**src/rtl/sysid_check_ctrl.sv**
```systemverilog
// Boot-time system-ID checker: reads the sysid slave's ID and timestamp words over Avalon-MM,
// compares them with the build constants and retries reads that time out.
module sysid_check_ctrl #(
  parameter logic [31:0] EXPECTED_ID    = 32'h0000_0000,
  parameter logic [31:0] EXPECTED_TS    = 32'd1720111226,
  parameter bit          CHECK_TS       = 1'b1,
  parameter int unsigned TIMEOUT_CYCLES = 255,
  parameter int unsigned MAX_RETRIES    = 3
) (
  input  logic        clock,
  input  logic        reset,
  input  logic        start,
  output logic        avm_address,
  output logic        avm_read,
  input  logic        avm_waitrequest,
  input  logic        avm_readdatavalid,
  input  logic [31:0] avm_readdata,
  output logic        busy,
  output logic        done,
  output logic        id_ok,
  output logic        ts_ok,
  output logic        pass,
  output logic        timeout_err,
  output logic [31:0] id_value,
  output logic [31:0] ts_value
);

  localparam logic [15:0] TimeoutLast = 16'(TIMEOUT_CYCLES - 1);
  localparam logic [3:0]  MaxRetries  = 4'(MAX_RETRIES);

  typedef enum logic [2:0] {
    StIdle,
    StIdReq,
    StIdWait,
    StTsReq,
    StTsWait,
    StCompare,
    StDone
  } state_e;

  state_e      state_q, state_d;
  logic        avm_address_q, avm_address_d;
  logic        avm_read_q, avm_read_d;
  logic        busy_q, busy_d;
  logic        done_q, done_d;
  logic        id_ok_q, id_ok_d;
  logic        ts_ok_q, ts_ok_d;
  logic        pass_q, pass_d;
  logic        timeout_err_q, timeout_err_d;
  logic [31:0] id_value_q, id_value_d;
  logic [31:0] ts_value_q, ts_value_d;
  logic [15:0] tcnt_q, tcnt_d;
  logic [3:0]  rcnt_q, rcnt_d;

  logic enter_run;
  logic abort;
  logic timeout_hit;

  always_comb begin
    state_d       = state_q;
    avm_address_d = avm_address_q;
    avm_read_d    = avm_read_q;
    busy_d        = busy_q;
    done_d        = done_q;
    id_ok_d       = id_ok_q;
    ts_ok_d       = ts_ok_q;
    pass_d        = pass_q;
    timeout_err_d = timeout_err_q;
    id_value_d    = id_value_q;
    ts_value_d    = ts_value_q;
    tcnt_d        = tcnt_q;
    rcnt_d        = rcnt_q;
    enter_run     = 1'b0;
    abort         = 1'b0;
    // The current cycle is the last one the transaction is allowed to use.
    timeout_hit   = (tcnt_q == TimeoutLast);

    unique case (state_q)
      StIdle: enter_run = 1'b1;
      StIdReq, StTsReq: begin
        tcnt_d = tcnt_q + 16'd1;
        if (avm_read_q && !avm_waitrequest) begin
          avm_read_d = 1'b0;
          state_d    = (state_q == StIdReq) ? StIdWait : StTsWait;
        end else if (timeout_hit) begin
          abort = 1'b1;
        end else begin
          // Re-raises the request after the idle cycle that follows a retry.
          avm_read_d = 1'b1;
        end
      end
      StIdWait: begin
        tcnt_d = tcnt_q + 16'd1;
        if (avm_readdatavalid) begin
          id_value_d    = avm_readdata;
          state_d       = StTsReq;
          avm_read_d    = 1'b1;
          avm_address_d = 1'b1;
          tcnt_d        = '0;
        end else if (timeout_hit) begin
          abort = 1'b1;
        end
      end
      StTsWait: begin
        tcnt_d = tcnt_q + 16'd1;
        if (avm_readdatavalid) begin
          ts_value_d = avm_readdata;
          state_d    = StCompare;
        end else if (timeout_hit) begin
          abort = 1'b1;
        end
      end
      StCompare: begin
        id_ok_d = (id_value_q == EXPECTED_ID);
        ts_ok_d = (ts_value_q == EXPECTED_TS);
        pass_d  = id_ok_d & (ts_ok_d | !CHECK_TS) & !timeout_err_q;
        busy_d  = 1'b0;
        done_d  = 1'b1;
        state_d = StDone;
      end
      StDone: enter_run = start;
      default: state_d = StIdle;
    endcase

    if (abort) begin
      avm_read_d = 1'b0;
      if (rcnt_q < MaxRetries) begin
        rcnt_d        = rcnt_q + 4'd1;
        avm_address_d = 1'b0;
        tcnt_d        = '0;
        state_d       = StIdReq;
      end else begin
        timeout_err_d = 1'b1;
        busy_d        = 1'b0;
        done_d        = 1'b1;
        state_d       = StDone;
      end
    end

    if (enter_run) begin
      state_d       = StIdReq;
      avm_read_d    = 1'b1;
      avm_address_d = 1'b0;
      busy_d        = 1'b1;
      done_d        = 1'b0;
      id_ok_d       = 1'b0;
      ts_ok_d       = 1'b0;
      pass_d        = 1'b0;
      timeout_err_d = 1'b0;
      rcnt_d        = '0;
      tcnt_d        = '0;
    end
  end

  always_ff @(posedge clock) begin
    if (reset) begin
      state_q       <= StIdle;
      avm_address_q <= 1'b0;
      avm_read_q    <= 1'b0;
      busy_q        <= 1'b0;
      done_q        <= 1'b0;
      id_ok_q       <= 1'b0;
      ts_ok_q       <= 1'b0;
      pass_q        <= 1'b0;
      timeout_err_q <= 1'b0;
      id_value_q    <= '0;
      ts_value_q    <= '0;
      tcnt_q        <= '0;
      rcnt_q        <= '0;
    end else begin
      state_q       <= state_d;
      avm_address_q <= avm_address_d;
      avm_read_q    <= avm_read_d;
      busy_q        <= busy_d;
      done_q        <= done_d;
      id_ok_q       <= id_ok_d;
      ts_ok_q       <= ts_ok_d;
      pass_q        <= pass_d;
      timeout_err_q <= timeout_err_d;
      id_value_q    <= id_value_d;
      ts_value_q    <= ts_value_d;
      tcnt_q        <= tcnt_d;
      rcnt_q        <= rcnt_d;
    end
  end

  assign avm_address = avm_address_q;
  assign avm_read    = avm_read_q;
  assign busy        = busy_q;
  assign done        = done_q;
  assign id_ok       = id_ok_q;
  assign ts_ok       = ts_ok_q;
  assign pass        = pass_q;
  assign timeout_err = timeout_err_q;
  assign id_value    = id_value_q;
  assign ts_value    = ts_value_q;

endmodule
```
**config.mk**
```make
export PLATFORM = sky130hd
export DESIGN_NAME = sysid_check_ctrl
export DESIGN_NICKNAME = d
export VERILOG_FILES = /design/src/rtl/sysid_check_ctrl.sv
export SDC_FILE = /design/constraint.sdc
export NUM_CORES = 1
export LEC_CHECK = 0
export ABC_AREA = 1
export BUFFER_PORTS_ARGS = -buffer_cell sky130_fd_sc_hd__buf_2
export CAP_MARGIN = 30
export CORE_MARGIN = 4
export CORE_UTILIZATION = 53
export DETAILED_ROUTE_END_ITERATION = 16
export HOLD_SLACK_MARGIN = 0.02
export MAX_ROUTING_LAYER = met4
export PLACE_DENSITY = 0.8
export RECOVER_POWER = 100
export SETUP_SLACK_MARGIN = 0.05
export SYNTH_ARGS = -nofsm -noshare
export SYNTH_HDL_FRONTEND = slang
export SYNTH_SLANG_ARGS = --single-unit
```
**constraint.sdc**
```tcl
create_clock -name clock -period 1.9 [get_ports clock]
set_clock_uncertainty 0.1 [all_clocks]
set_input_delay 0.095 -clock clock [delete_from_list [all_inputs] [get_ports clock]]
set_output_delay 0.095 -clock clock [all_outputs]
set_load 0.05 [all_outputs]
```
==> impl_metrics.csv, run 1 <==
group,metric,value,unit
floorplan,die-area,9480,um^2
timing,hold_viol_final,0,
floorplan,die_w,97.4,um
global_route,grt_overflow_total,0,
finish,ff_latch_area,1910,um^2
clock_tree,worstSkewPairLatency,0.37,ns
timing,relSlewSlack,56.7,%
global_route,gr-usage-met2,40.8,%
global_route,grtUsageMet3,4.45,%
finish,multi_input_area,1930,um^2
timing,final_max_slew_viol_count,0,
floorplan,core,7770,um^2
floorplan,ios,109,
global_route,antenna_found_initial,0,
power,p_leak,2.07,nW
run_status,outcome,"completed",
place,globalplace.congestion,0.895,
finish,fillers,697,
route,vias,4408,
yosys,ys_top_cells_by_area,"dfxtp_1 (45%), a21oi_1 (7.3%), nand2_1 (7.0%)",
timing,rsz0062_at_grt,"yes",
yosys,synth_ff_type,"dfxtp_1",
worst_setup_path,required,2.06,ns
clock_tree,root_buffer,"clkbuf_8",
yosys,synth_top_cell_area_share,44.9,%
worst_setup_path,end_kind,"flip-flop",
clock_tree,clk_path_buf_depth,2,
route,viasPerCell,5.32,
place,pre_cts_slack,0.0720,ns
power,power.density,892,nW/um^2
yosys,yosysSeqAreaShare,44.9,%
clock_tree,cts_made_buffers,9,
clock_tree,htreeDepth,3,
worst_setup_path,cp_slowest_cell,"dfxtp_2",
floorplan,rows,32,
yosys,netlist_area,4230,um^2
timing,worst_pin_slew,0.653,ns
yosys,ys_async_sr_fraction,0,%
place,portBuffers,108,
yosys,synth_edf_count,0,
timing,finalSetupViolations,0,
global_route,grt_start_max_net_pins,46,
clock_tree,cts.sinks,95,
yosys,netlist.top_cell.by_area,"dfxtp_1",
finish,drive_gt1_share,14.2,%
worst_setup_path,worstPathCellList,"inv_1, nand2_1, nor2_4, buf_6, nand2_1, buf_12, o21ai_0, a21oi_1",
worst_setup_path,worst_setup_path_start_kind,"flip-flop",
worst_setup_path,cp.arrival,1.94,ns
timing,setup_slack,0.116,ns
power,peakVddDrop,0.487,mV
min_path,min_path_type,"input pin to flip-flop",
worst_setup_path,slowest_delay,0.36,ns
finish,area_growth,26.4,%
worst_setup_path,crit_family,"buffers and inverters",
worst_setup_path,rrSetupSlack,0.12,ns
yosys,syn_nets,618,
yosys,synth_cell_types,39,
timing,finalCriticalPeriod,1.78,ns
worst_setup_path,worst-path-max-fanout,45,
yosys,ys_warn_count,0,
timing,finalSetupTns,0,ns
timing,max_freq,560,MHz
global_route,top_usage_layer,"met2",
global_route,grtUsageMet1,32.1,%
clock_tree,tritoncts,"yes",
route,wl,12000,um
flow_run,cap_violations,0,
yosys,yosysMostFrequentCell,"dfxtp_1",
worst_setup_path,worstSetupPathType,"flip-flop to flip-flop",
floorplan,die_h,97.4,um
floorplan,initial_core_util,54.5,%
route,route.detailed.drc,0,
yosys,ys_top_cells_by_count,"dfxtp_1 (95), nand2_1 (79), nor2_1 (79), a21oi_1 (62), inv_1 (59)",
finish,fin_util,68.9,%
timing,fin_crit_sh,93.9,%
worst_setup_path,cp_num_buf_inv,3,
place,dpl.hpwl,8320,um
route,detail-route-antenna-nets,0,
yosys,ys_seq_elements,95,
route,avgRoutedWirePerCell,14.5,um
global_route,grt_pass1_vias,4143,
global_route,grt_pass1_wl,19600,um
worst_setup_path,crit_top_cell,"nand2_1",
yosys,syn_avg_cell_area,7.33,um^2
route,drtPass1Iterations,4,
route,drt-initial-drc-count,330,
finish,nets,761,
clock_tree,cts.clk_slew.worst_paths,0.10,ns
finish,n_antenna_cell,0,
global_route,globalRouteTotalUtil,25.7,%
yosys,syn_inst,578,
==> metrics by stage <==
step / cell area [um^2] / power, W / hold WS [ns] / instances
detailed placement: 4890 / 0.00337 / 0.242 / 776
global placement: 4890 / 0.00335 / 0.234 / 776
global route: 5350 / 0.00501 / 0.125 / 828
CTS: 5420 / 0.00477 / 0.115 / 825
floorplan: 4230 / 0.00310 / 0.0641 / 578
finish: 5350 / 0.00477 / 0.112 / 828
==> state kept, by name, indices dropped and copies added, names as in the netlist, 3 cells and up <==
name / cells
id_value: 32
rcnt_q: 4
state_q: 3
tcnt_q: 16
ts_value: 32
==> worst paths after layout <==
kind | from | end | cells after the start
max | state_q[1]$_SDFFE_PP0P_ | ts_value[18]$_SDFFE_PP0P_ | 8
min | avm_waitrequest | avm_read$_SDFFE_PP0P_ | 5
max reg2reg | state_q[1]$_SDFFE_PP0P_ | ts_value[18]$_SDFFE_PP0P_ | 8
min reg2reg | rcnt_q[3]$_SDFFE_PP0P_ | rcnt_q[3]$_SDFFE_PP0P_ | 2
==> what timing repair did <==
action                                  in CTS  in global routing
endpoints found under the setup margin       0                 34
hold buffers                                33                  0
resized for setup                            0                  7
hold endpoints to repair                    64                  0
buffers inserted                             0                  2
==> power breakdown <==
part	internal, W	total [W]	switching, W	leakage (nW)
sequential	0.00208	0.00215	0.0000768	0.768
combinational	0.000371	0.00126	0.000886	1.21
clock	0.000628	0.00136	0.000736	0.0954
total	0.00308	0.00477	0.00170	2.07
==> tightest hold or removal path, delay by kind of cell <==
family | cells | cell delay, ns
buffers and inverters | 1 | 0.08
AND/OR/NAND/NOR | 3 | 0.24
AO/OA/AOI/OAI | 1 | 0.12
==> cell families (layout without fill, tap and decap cells) <==
family | count (synthesis) | count (layout) | share of synthesized area [%]
simple gates | 248 | 248 | 27.0
compound gates | 134 | 134 | 16.9
flops | 95 | 95 | 44.9
buf+inv | 93 | 241 | 9.31
xor+xnor | 5 | 5 | 1.03
fa+ha+maj | 3 | 3 | 0.887
==> cell usage in the layout (no fill, tap or decap), drive strengths merged, types with 2 or more instances in the layout <==
cell type	n
o21bai	2
a22oi	2
nand2	88
dfxtp	95
nor2	92
o21a	2
inv	70
dlygate4sd3	33
nor3	7
clkinvlp	2
o21ai	60
ha	3
a21oi	63
nand4	11
a211oi	3
buf	49
clkbuf	85
o31ai	2
nand3	45
xor2	4
==> layer usage <==
metal | routed length (um) | vias up
met5 | 0 | -
met3 | 723 | 38
met4 | 392 | 0
met1 | 5290 | 2026
li1 | - | 2165
met2 | 5630 | 179
==> cell type report <==
cell class              instances  share of cell area [%]
clock buffers                  10                    2.39
repair buffers                157                    17.2
well taps                     102                    2.39
flip-flops and latches         95                    35.6
clock inverters                 6                    1.38
inverters                      68                    4.89
multi-input cells             390                    36.2
No activity file was read; power rests on OpenSTA's default activity.
==> run 2: changes to the inputs <==
--- a/config.mk
+++ b/config.mk
@@ -13,9 +13,10 @@
 export DETAILED_ROUTE_END_ITERATION = 16
 export HOLD_SLACK_MARGIN = 0.02
 export MAX_ROUTING_LAYER = met4
-export PLACE_DENSITY = 0.8
+export PLACE_DENSITY = 0.81
 export RECOVER_POWER = 100
 export SETUP_SLACK_MARGIN = 0.05
 export SYNTH_ARGS = -nofsm -noshare
 export SYNTH_HDL_FRONTEND = slang
 export SYNTH_SLANG_ARGS = --single-unit
+export TNS_END_PERCENT = 20
==> impl_metrics.csv, run 2 (synthesis gave the netlist of run 1 again) <==
group,metric,value,unit
run_status,outcome,"completed",
worst_setup_path,r2r_start,"state_q[1]$_SDFFE_PP0P_",
floorplan,rows,32,
route,drtPass1Iterations,5,
min_path,min_path_type,"input pin to flip-flop",
power,seqPwrFrac,46.2,%
clock_tree,root_buffer,"clkbuf_8",
floorplan,die_w,97.4,um
floorplan,ios,109,
clock_tree,cts.sinks,95,
global_route,grt_pass1_vias,4176,
worst_setup_path,cp_slowest_cell,"dfxtp_2",
min_path,holdCritStartpoint,"reset",
flow_run,cap_violations,0,
clock_tree,cts_made_buffers,9,
route,viasPerCell,5.31,
clock_tree,htreeDepth,3,
worst_setup_path,slowest_delay,0.39,ns
timing,finalCriticalPeriod,1.76,ns
clock_tree,cts.clk_slew.worst_paths,0.11,ns
global_route,antenna_found_initial,0,
floorplan,initial_core_util,54.5,%
finish,design_area,5330,um^2
finish,fin_util,68.6,%
route,wl,11900,um
route,vias,4381,
timing,finalSetupViolations,0,
place,placed_area,4900,um^2
worst_setup_path,worst-path-max-fanout,6,
worst_setup_path,required,2.06,ns
timing,final_max_slew_viol_count,0,
route,drt-initial-drc-count,287,
floorplan,core,7770,um^2
power,power.switching,0.00173,W
finish,drive_gt1_share,14.9,%
global_route,grt_overflow_total,0,
power,switching_share,37.0,%
power,power.density,875,nW/um^2
finish,layout_common_cells,"dfxtp_1 (92), nand2_1 (79), nor2_1 (77), clkbuf_1 (72), a21oi_1 (62)",
worst_setup_path,cp_num_buf_inv,3,
global_route,globalRouteTotalUtil,25.4,%
power,power.share.clock,27.2,%
clock_tree,tritoncts,"yes",
route,route.detailed.drc,0,
power,p_int,0.00294,W
floorplan,die-area,9480,um^2
power,comb_power_share,26.7,%
timing,hold_viol_final,0,
global_route,grt_start_max_net_pins,46,
finish,nets,758,
route,avgRoutedWirePerCell,14.4,um
finish,layout_commonest_cell,"dfxtp_1",
place,portBuffers,108,
timing,worst_pin_slew,0.657,ns
timing,rsz0062_at_grt,"yes",
worst_setup_path,worstSetupStartpoint,"state_q[1]$_SDFFE_PP0P_",
global_route,grt_pass1_wl,19600,um
floorplan,die_h,97.4,um
timing,relSlewSlack,56.4,%
timing,max_freq,568,MHz
clock_tree,clk_path_buf_depth,2,
place,globalplace.congestion,0.848,
clock_tree,cts_setup_buffers,0,
worst_setup_path,worst_setup_path_start_kind,"flip-flop",
worst_setup_path,crit_family,"simple AND/OR/NAND/NOR gates",
finish,area_growth,25.9,%
worst_setup_path,worstPathCellList,"inv_1, nand3_1, nand2_2, nor2_4, inv_2, nor2_4, inv_2, nand2_1, xor2_1, nor2_2",
power,p_leak,2.06,nW
route,detail-route-antenna-nets,0,
power,peakVddDrop,0.456,mV
worst_setup_path,worstSetupPathType,"flip-flop to flip-flop",
finish,n_antenna_cell,0,
timing,fin_crit_sh,92.7,%
worst_setup_path,cp.arrival,1.92,ns
worst_setup_path,end_kind,"flip-flop",
clock_tree,worstSkewPairLatency,0.37,ns
place,dpl.hpwl,8230,um
-- run 2: layer usage --
layer  track usage [%]  vias up  wire (um)
met5                 -        -          0
met4              11.6        0        486
met3              5.31       49        888
met2              40.0      195       5560
met1              31.4     1970       4950
li1                  -     2167          -
-- run 2: what timing repair did --
item | 4_1_cts | 5_1_grt
endpoints found under the setup margin | 0 | 14
hold buffers | 32 | 0
hold endpoints to repair | 64 | 0
gates resized for setup | 0 | 6
-- run 2: per-stage QoR --
stage / cells / TNS [ns] / setup slack [ns] / hold slack (ns) / total power (W)
after floorplan: 578 / 0 / 0.205 / 0.0641 / 0.00310
after global placement: 777 / 0 / 0.213 / 0.229 / 0.00334
after detailed placement: 777 / 0 / 0.114 / 0.243 / 0.00337
after CTS: 825 / 0 / 0.0941 / 0.0212 / 0.00466
after global routing: 825 / -0.00520 / -0.00520 / 0.0463 / 0.00490
final: 825 / 0 / 0.139 / 0.0328 / 0.00466
-- run 2: area by class of cell --
class	count	area [um^2]
multi-input cells	390	1950
clock buffers	9	124
fillers	650	2440
flip-flops and latches	95	1910
inverters	68	262
clock inverters	7	61.3
repair buffers	154	901
well taps	102	128
-- run 2: final timing paths --
kind                          endpoint  slack [ns]  cells after the start
min          ts_value[19]$_SDFFE_PP0P_        0.03                      2
max               tcnt_q[4]$_SDFF_PP0_        0.14                     10
min reg2reg     rcnt_q[3]$_SDFFE_PP0P_        0.34                      2
max reg2reg       tcnt_q[4]$_SDFF_PP0_        0.14                     10
-- run 2: power by group through the flow --
stage | logic [W] | registers, W | clock network, W
after floorplan | 0.000702 | 0.00239 | 0
after global placement | 0.00116 | 0.00218 | 0
after detailed placement | 0.00118 | 0.00219 | 0
after CTS | 0.00124 | 0.00214 | 0.00128
after global routing | 0.00137 | 0.00216 | 0.00137
final | 0.00124 | 0.00215 | 0.00127
-- run 2: worst register-to-register path, delay by kind of cell (launching register included) --
kind | cells | cell delay [ns]
buf+inv | 3 | 0.27
xor+xnor | 1 | 0.19
flops | 1 | 0.39
simple gates | 6 | 0.70
